`src/rtl/cordic_issue_ctrl.sv`:
```
`default_nettype none
// ============================================================================
// Module   : cordic_issue_ctrl
// Purpose  : Host-side issue controller for a CORDIC sin/cos custom
//            instruction unit. Buffers host requests in a 2-entry FIFO,
//            issues one operation at a time over a start/done handshake,
//            buffers results in a 2-entry FIFO and recovers a hung unit
//            with a timeout abort plus a one-cycle unit reset.
// Revision : 1.0 - initial release
// ============================================================================
module cordic_issue_ctrl #(
  parameter int TIMEOUT = 64
) (
  input  logic        clk,
  input  logic        rst_n,
  input  logic        req_valid,
  output logic        req_ready,
  input  logic [31:0] req_data,
  input  logic        req_cos,
  output logic        rsp_valid,
  input  logic        rsp_ready,
  output logic [31:0] rsp_data,
  output logic        rsp_timeout,
  output logic [7:0]  err_count,
  output logic        busy,
  output logic        cu_clk_en,
  output logic        cu_reset,
  output logic        cu_start,
  output logic [31:0] cu_dataa,
  output logic [31:0] cu_datab,
  output logic        cu_cos,
  input  logic        cu_done,
  input  logic [31:0] cu_result
);

  // Quiet NaN returned to the host when an operation is aborted.
  localparam logic [31:0] c_QNAN = 32'h7FC0_0000;
  // Wait-counter value at which the in-flight operation is abandoned.
  localparam logic [7:0]  c_TMO  = 8'(TIMEOUT);

  typedef enum logic [1:0] {
    S_IDLE  = 2'd0,
    S_ISSUE = 2'd1,
    S_WAIT  = 2'd2,
    S_FLUSH = 2'd3
  } state_t;

  state_t      r_state;
  logic [7:0]  r_wait_cnt;
  logic [7:0]  r_err_count;
  logic        r_cu_start;
  logic [31:0] r_cu_dataa;
  logic        r_cu_cos;

  // Request FIFO storage: {cos select, angle}.
  logic [32:0] r_req_mem [2];
  logic        r_req_wr;
  logic        r_req_rd;
  logic [1:0]  r_req_cnt;

  // Response FIFO storage: {timeout flag, result}.
  logic [32:0] r_rsp_mem [2];
  logic        r_rsp_wr;
  logic        r_rsp_rd;
  logic [1:0]  r_rsp_cnt;

  logic        w_req_push;
  logic        w_timeout;
  logic        w_complete;
  logic        w_rsp_pop;
  logic [32:0] w_rsp_entry;

  assign w_req_push  = req_valid & req_ready;
  assign w_rsp_pop   = rsp_valid & rsp_ready;
  assign w_timeout   = (r_state == S_WAIT) && (r_wait_cnt == c_TMO);
  // A completion (real or aborted) retires the request head and pushes a response.
  assign w_complete  = (r_state == S_WAIT) && (cu_done || (r_wait_cnt == c_TMO));
  // A done arriving in the timeout cycle takes priority over the abort.
  assign w_rsp_entry = cu_done ? {1'b0, cu_result} : {1'b1, c_QNAN};

  assign req_ready   = (r_req_cnt != 2'd2);
  assign rsp_valid   = (r_rsp_cnt != 2'd0);
  assign rsp_data    = r_rsp_mem[r_rsp_rd][31:0];
  assign rsp_timeout = r_rsp_mem[r_rsp_rd][32];
  assign err_count   = r_err_count;
  assign busy        = (r_state != S_IDLE) || (r_req_cnt != 2'd0) || (r_rsp_cnt != 2'd0);
  assign cu_clk_en   = rst_n;
  assign cu_reset    = (r_state == S_FLUSH) || !rst_n;
  assign cu_start    = r_cu_start;
  assign cu_dataa    = r_cu_dataa;
  assign cu_datab    = 32'd0;
  assign cu_cos      = r_cu_cos;

  // Request FIFO: host pushes, completion of the in-flight operation pops.
  always_ff @(posedge clk or negedge rst_n) begin
    if (!rst_n) begin
      r_req_mem[0] <= '0;
      r_req_mem[1] <= '0;
      r_req_wr     <= 1'b0;
      r_req_rd     <= 1'b0;
      r_req_cnt    <= 2'd0;
    end else begin
      if (w_req_push) begin
        r_req_mem[r_req_wr] <= {req_cos, req_data};
        r_req_wr            <= ~r_req_wr;
      end
      if (w_complete) begin
        r_req_rd <= ~r_req_rd;
      end
      case ({w_req_push, w_complete})
        2'b10:   r_req_cnt <= r_req_cnt + 2'd1;
        2'b01:   r_req_cnt <= r_req_cnt - 2'd1;
        default: r_req_cnt <= r_req_cnt;
      endcase
    end
  end

  // Response FIFO: completion pushes, host pops.
  always_ff @(posedge clk or negedge rst_n) begin
    if (!rst_n) begin
      r_rsp_mem[0] <= '0;
      r_rsp_mem[1] <= '0;
      r_rsp_wr     <= 1'b0;
      r_rsp_rd     <= 1'b0;
      r_rsp_cnt    <= 2'd0;
    end else begin
      if (w_complete) begin
        r_rsp_mem[r_rsp_wr] <= w_rsp_entry;
        r_rsp_wr            <= ~r_rsp_wr;
      end
      if (w_rsp_pop) begin
        r_rsp_rd <= ~r_rsp_rd;
      end
      case ({w_complete, w_rsp_pop})
        2'b10:   r_rsp_cnt <= r_rsp_cnt + 2'd1;
        2'b01:   r_rsp_cnt <= r_rsp_cnt - 2'd1;
        default: r_rsp_cnt <= r_rsp_cnt;
      endcase
    end
  end

  // Issue FSM: load operands, pulse start, wait for done or abort, flush unit.
  always_ff @(posedge clk or negedge rst_n) begin
    if (!rst_n) begin
      r_state     <= S_IDLE;
      r_wait_cnt  <= 8'd0;
      r_err_count <= 8'd0;
      r_cu_start  <= 1'b0;
      r_cu_dataa  <= 32'd0;
      r_cu_cos    <= 1'b0;
    end else begin
      r_cu_start <= 1'b0;
      case (r_state)
        S_IDLE: begin
          // Only issue when the response is guaranteed a free slot.
          if ((r_req_cnt != 2'd0) && (r_rsp_cnt != 2'd2)) begin
            r_cu_dataa <= r_req_mem[r_req_rd][31:0];
            r_cu_cos   <= r_req_mem[r_req_rd][32];
            r_state    <= S_ISSUE;
          end
        end
        S_ISSUE: begin
          r_cu_start <= 1'b1;
          r_wait_cnt <= 8'd0;
          r_state    <= S_WAIT;
        end
        S_WAIT: begin
          if (cu_done) begin
            r_state <= S_IDLE;
          end else if (w_timeout) begin
            if (r_err_count != 8'hFF) begin
              r_err_count <= r_err_count + 8'd1;
            end
            r_state <= S_FLUSH;
          end else begin
            r_wait_cnt <= r_wait_cnt + 8'd1;
          end
        end
        S_FLUSH: begin
          r_state <= S_IDLE;
        end
        default: begin
          r_state <= S_IDLE;
        end
      endcase
    end
  end

endmodule
`default_nettype wire

```
`config.mk`:
```
export PLATFORM = sky130hd
export DESIGN_NAME = cordic_issue_ctrl
export DESIGN_NICKNAME = d
export VERILOG_FILES = /design/src/rtl/cordic_issue_ctrl.sv
export SDC_FILE = /design/constraint.sdc
export NUM_CORES = 1
export LEC_CHECK = 0
export BUFFER_PORTS_ARGS = -buffer_cell sky130_fd_sc_hd__buf_2
export CORE_MARGIN = 4
export CORE_UTILIZATION = 59
export CTS_CLUSTER_DIAMETER = 60
export DETAILED_ROUTE_END_ITERATION = 12
export PLACE_DENSITY = 0.83
export SYNTH_ARGS = -nofsm -noshare
export SYNTH_HDL_FRONTEND = slang
export SYNTH_SLANG_ARGS = --single-unit
```
`constraint.sdc`:
```
create_clock -name clk -period 5.9 [get_ports clk]
set_input_delay 0.295 -clock clk [delete_from_list [all_inputs] [get_ports clk]]
set_output_delay 0.295 -clock clk [all_outputs]
set_load 0.02 [all_outputs]
```
---- Word level (Yosys, flattened, before mapping) ----
Cells that the tools add are included.
word-level totals
  bits in registers ....................... 192
  output and inout port bits .............. 112
  logic and storage cells ................. 98
  input port bits ......................... 70
operators by class
  bitwise operators ....................... 11
  muxes and demuxes ....................... 23
  order comparisons ....................... 6
  eq/ne operators ......................... 15
  reductions and logical operators ........ 21
  add/subtract/negate cells ............... 6
operators with widths
  operator                                                               count
  33-bit two-way mux                                                     9
  66-bit bitwise mux                                                     2
  33-bit demux with 1-bit select                                         2
  8-bit by 1-bit adder with 8-bit output, second input constant          2
  8-bit two-way mux                                                      2
  8-bit one-hot mux with 2 select lines                                  1
  2-bit nonzero test                                                     6
  2-bit != test, second input constant                                   5
  2-bit equality test, second input constant                             4
  8-bit by 7-bit equality test with 1-bit output, second input constant  1
  2-bit greater-or-equal comparator, second input constant               4
  8-bit != test, second input constant                                   1
  1-bit inverter with 2-bit output                                       4
  2-bit one-hot mux with 2 select lines                                  2
  2-bit one-hot mux with 4 select lines                                  1
  2-bit by 1-bit equality test with 1-bit output, second input constant  3
  2-bit two-way mux                                                      3
  1-bit logical AND                                                      5
  1-bit inverter                                                         5
  2-bit by 1-bit adder with 2-bit output, second input constant          2
  1-bit logical OR                                                       4
  2-bit by 1-bit < comparator with 1-bit output, second input constant   2
  2-bit AND reduction                                                    2
  4-bit AND reduction                                                    1
  7 further kinds                                                        9

---- Logic depth before layout (Yosys ltp) ----
  depth after elaboration ................. 6
  gate-level depth with buffers ........... 10
  mapped depth without buffers ............ 10

---- Worst setup path before layout ----
Ideal clock, no wire load.
  kind .................................... reg2reg
  start ................................... reg r_wait_cnt[0]
  end ..................................... reg r_req_cnt[1]
  setup time .............................. 79 ps
  clock period less this slack ............ 1974 ps
  buffers on the path ..................... 0
  path slack .............................. 3926 ps
  cell stages (with the launch flop) ...... 10
  required time ........................... 5821 ps
  arrival time ............................ 1895 ps
  cells stage by stage .................... dfrtp_1 > inv_1 > ha_1 > nor3b_2 > and2_2 > o21ai_0 > inv_1 > ha_1 > nor2_1 > xor2_1
on the way
  cells in the longest elaborated chain, start to end .. 5
  elaborated cells between the ends (all ways) .. 7
  those cells by class .................... 3 x eq/ne; 1 x mux; 3 x reduce/logical
ends and longest elaborated chain
  what                                                                                   line  source
  from (decl)                                                                            49    logic [7:0] r_wait_cnt;
  from (signal assigned)                                                                 176   r_wait_cnt <= r_wait_cnt + 8'd1;
  8-bit by 7-bit equality test with 1-bit output (*)                                     77    assign w_complete = (r_state == S_WAIT) && (cu_done || (r_wait_cnt == c_TMO));
  1-bit logical OR (*)                                                                   77
  1-bit logical AND (*)                                                                  77
  net w_complete                                                                         69    logic w_complete;
  2-bit by 1-bit equality test with 1-bit output or 2-bit equality test (tied branches)  110   case ({w_req_push, w_complete})
  2-bit one-hot mux with 2 select lines or 2-bit nonzero test (tied branches)            n/a
  to (signal assigned)                                                                   111   2'b10: r_req_cnt <= r_req_cnt + 2'd1;
  to (signal assigned)                                                                   112   2'b01: r_req_cnt <= r_req_cnt - 2'd1;
  to (signal assigned)                                                                   113   default: r_req_cnt <= r_req_cnt;
  to (decl)                                                                              59    logic [1:0] r_req_cnt;
The timed path passes the listed nets; every way through them passes the cells marked *.
A chain may end at the register's enable or synchronous reset.

---- Final worst setup path ----
  start ................................... reg r_rsp_wr
  end ..................................... reg r_rsp_mem[32] (netlist name)
on the way
  cells in the longest elaborated chain, start to end .. 6
  elaborated cells between the ends (all ways) .. 7
  those cells by class .................... 2 x order compare; 3 x mux; 1 x bitwise; 1 x reduce/logical
ends and longest elaborated chain
  what                                                                                                                      line  source
  from (decl)                                                                                                               63    logic r_rsp_wr;
  from (signal assigned)                                                                                                    129   r_rsp_wr <= ~r_rsp_wr;
  1-bit inverter with 2-bit output (implied by the code) (*)                                                                128   r_rsp_mem[r_rsp_wr] <= w_rsp_entry;
  2-bit greater-or-equal comparator (implied by the code) or 2-bit by 1-bit < comparator with 1-bit output (tied branches)  128
  1-bit logical AND (implied by the code)                                                                                   128
  33-bit two-way mux (implied by the code)                                                                                  128
  33-bit demux with 1-bit select (*)                                                                                        128
  66-bit bitwise mux (*)                                                                                                    128
  to (signal, indexed assignment)                                                                                           128
  to (decl)                                                                                                                 62    logic [32:0] r_rsp_mem [2];
Every way passes the cells marked *; elsewhere a longest branch is shown, timed or not.

==> run_results.csv <==
group,metric,value,unit
floorplanning,die_h,128,um
timing,rsz0062_at_grt,"no",
cts,cts_tree,"yes",
finish,multi_input_area,3400,sq um
detailed_routing,ant_nets,0,
timing,fin_tns_setup,0,ns
worst_setup_path,startpoint,"r_rsp_wr",
yosys,ys_warn_count,0,
timing,slew_headroom,25.6,%
yosys,async_flop_share,100,%
yosys,yosysTopAreaCellShare,56.1,%
worst_setup_path,cp_slowest_cell,"or3_1",
min_path,min_path_type,"in -> reg",
worst_setup_path,reg2reg_slack,3.09,ns
timing,finClkSkew,0.00869,ns
detailed_routing,route.detailed.drc,0,
worst_setup_path,critPathKind,"reg -> reg",
finish,drive_gt1_share,47.6,%
global_routing,globalRouteTotalUtil,22.1,%
detailed_routing,post_drt_wl_per_cell,18.9,um
worst_setup_path,crit_family,"simple AND/OR/NAND/NOR gates",
timing,drv_slew,0,
worst_setup_path,rr_worst_depth,3,
detailed_routing,drt_iter0_drc,349,
yosys,postSynthAreaPerCell,13.8,sq um
cts,cts-root-buf,"clkbuf_16",
timing,finalSetupViolations,0,
finish,nets,829,
yosys,synth_seq_cells,192,
global_routing,grt_pass1_vias,5804,
yosys,synthFlopType,"dfrtp_1",
floorplanning,io_pins,182,
floorplanning,core,14000,sq um
floorplanning,start_util,60.9,%
finish,seq_area,4800,sq um
floorplanning,dieArea,16500,sq um
floorplanning,die_w,128,um
global_routing,antenna_found_initial,0,
worst_setup_path,crit_buf_inv,1,
cts,cts_resized,0,
timing,post-route-min-period,2.81,ns
worst_setup_path,cp.arrival,3.10,ns
global_routing,grt_max_degree,73,
worst_setup_path,worstPathMaxFanout,35,
timing,clock.fmax,0.356,GHz
worst_setup_path,cpPeakStageDelay,1.09,ns
yosys,yosysUniqueCellTypes,46,
worst_setup_path,r2r_start,"r_rsp_wr",
cts,postCtsSetupRepairBufs,0,
pwr,irDropWorstVdd,0.374,mV
worst_setup_path,r2r_end,"r_rsp_mem[32]",
timing,final_hold_viol_count,0,
cts,clk_path_buf_depth,2,
yosys,synth_edf_count,0,
placement,io_buffers,149,
yosys,yosysTopAreaCell,"dfrtp_1",
finish,nFillCells,973,
yosys,netlist_top_cells_area,"dfrtp_1, mux2_2, a32o_1",
yosys,ys_seq_area_share,56.1,%
worst_setup_path,worstSetupPathDepth,3,
placement,dpl.hpwl,12.0,mm
placement,gp_congestion,0.789,
floorplanning,rows,43,
worst_setup_path,cp_cell_sequence,"clkinv_1 > or3_1 > a22o_1",
detailed_routing,vias,5450,
worst_setup_path,endpoint_kind,"register",
cts,cts_inserted_buffers,17,
finish,antenna_cells,0,
global_routing,grt_overflow_total,0,
cts,htreeDepth,4,
run_status,status,"complete, no violations",
yosys,synth_cells,620,
worst_setup_path,crit_end,"r_rsp_mem[32]",
finish,synthToLayoutAreaGrowth,14.9,%
run,drv_cap,0,
detailed_routing,first_pass_iters,5,
yosys,synth_common_cells,"dfrtp_1, mux2_2, a32o_1",
timing,period_share,47.6,%
yosys,synth_area,8560,sq um
yosys,synth_most_common_cell,"dfrtp_1",
pwr,p_leak,4.51,nW
detailed_routing,routed_wl,17.9,mm
cts,clk_latency,0.42,ns
detailed_routing,avgViaCountPerCell,5.76,
worst_setup_path,startpoint_type,"register",
cts,cts.clk_slew.worst_paths,0.07,ns
pwr,power_density,595,nW/um^2
cts,cts.sinks,192,
timing,tightest_slew,1.11,ns
global_routing,grt_first_pass_wirelength,28.9,mm
pwr,power,5.85,mW
worst_setup_path,required,6.20,ns
## sequential cells by signal (all words and copies together) (netlist names)
register,cells
cu_cos,1
cu_dataa,32
cu_start,1
err_count,8
r_req_cnt,2
r_req_mem,66
r_req_rd,1
r_req_wr,1
r_rsp_cnt,2
r_rsp_mem,66
r_rsp_rd,1
r_rsp_wr,1
r_state,2
r_wait_cnt,8
## per-layer routing
metal	GRT usage [%]	wire length, um	vias up
li1	-	-	2454
met4	5.93	267	0
met3	5.02	857	16
met2	39.1	9440	131
met1	27.4	7350	2849
met5	0	0	-
## area by class of cell
cell class,count,area share [%]
clock buffers,22,4.62
clock inverters,10,1.14
inverters,6,0.229
multi-input cells,380,34.6
flip-flops and latches,192,48.8
well taps,180,2.29
repair buffers,157,8.31
## worst register-to-register path: stages, from the launching register on
cell	delay [ns]
dfrtp_1	0.35
clkinv_1	0.85
or3_1	1.09
a22o_1	0.40
## cell usage in the layout, fill, tap and decap left out, types with 3 or more instances in the layout
cell          n
a2bb2oi_1    19
a32o_1       38
buf_2       148
buf_4         7
clkbuf_1      4
clkbuf_16    17
clkinv_2      3
clkinvlp_4    5
conb_1       32
dfrtp_1     192
ha_1          5
inv_1         5
mux2_2      168
nand2_1      15
nand2b_1      5
nand3_1      10
nor2_1       17
nor3_1        3
nor4_1        4
o21ai_0       5
o2bb2ai_1     8
or3_1         3
xnor2_1      12
xor2_1        5
## metrics by stage
| step | setup WS (ns) | hold WS (ns) | cell area (sq um) | utilization, % | std cells |
|---|---|---|---|---|---|
| after floorplan | 3.93 | -0.000591 | 8670 | - | 651 |
| after global placement | 3.28 | 0.296 | 9260 | 65.9 | 914 |
| after detailed placement | 3.19 | 0.311 | 9260 | 65.9 | 914 |
| after CTS | 3.14 | 0.101 | 9840 | 70.0 | 947 |
| after global routing | 2.92 | 0.101 | 9840 | 70.0 | 947 |
| final | 3.09 | 0.122 | 9840 | 70.0 | 947 |
## cells by family (layout without fill, tap and decap cells)
logic type | count (synthesis) | count (layout) | synth area share, %
xor gates and xnor gates | 17 | 17 | 1.74
adders and majority gates | 5 | 5 | 0.731
DFF | 192 | 192 | 56.1
and+or+nand+nor | 80 | 80 | 5.32
muxes | 169 | 169 | 22.2
other | 1 | 32 | 0.0438
buffers and inverters | 79 | 195 | 5.72
AOI/OAI and AO/OA | 77 | 77 | 8.08
## worst min-delay path by stage
| stage | start | to | slack (ns) | cells after the start |
|---|---|---|---|---|
| 2_1_floorplan | rst_n | cu_cos | -0.0006 | 0 |
| 3_3_place_gp | rst_n | r_req_mem[23] | 0.30 | 1 |
| 3_5_place_dp | rst_n | cu_dataa[23] | 0.31 | 1 |
| 4_1_cts | req_data[21] | r_req_mem[21] | 0.10 | 2 |
| 5_1_grt | req_cos | r_req_mem[32] | 0.10 | 2 |
| 6_report | req_data[26] | r_req_mem[59] | 0.12 | 2 |
## power by group
part	total (mW)	internal [mW]	switching, mW	leakage (nW)
clock	1.10	0.634	0.467	0.262
combinational	2.47	1.23	1.24	1.91
sequential	2.28	1.93	0.357	2.33
## what timing repair did
action	4_1_cts	5_1_grt
endpoints found under the hold margin	60	0
setup endpoints to repair	0	0
hold buffers	1	0
(Power assumes the default switching activity.)
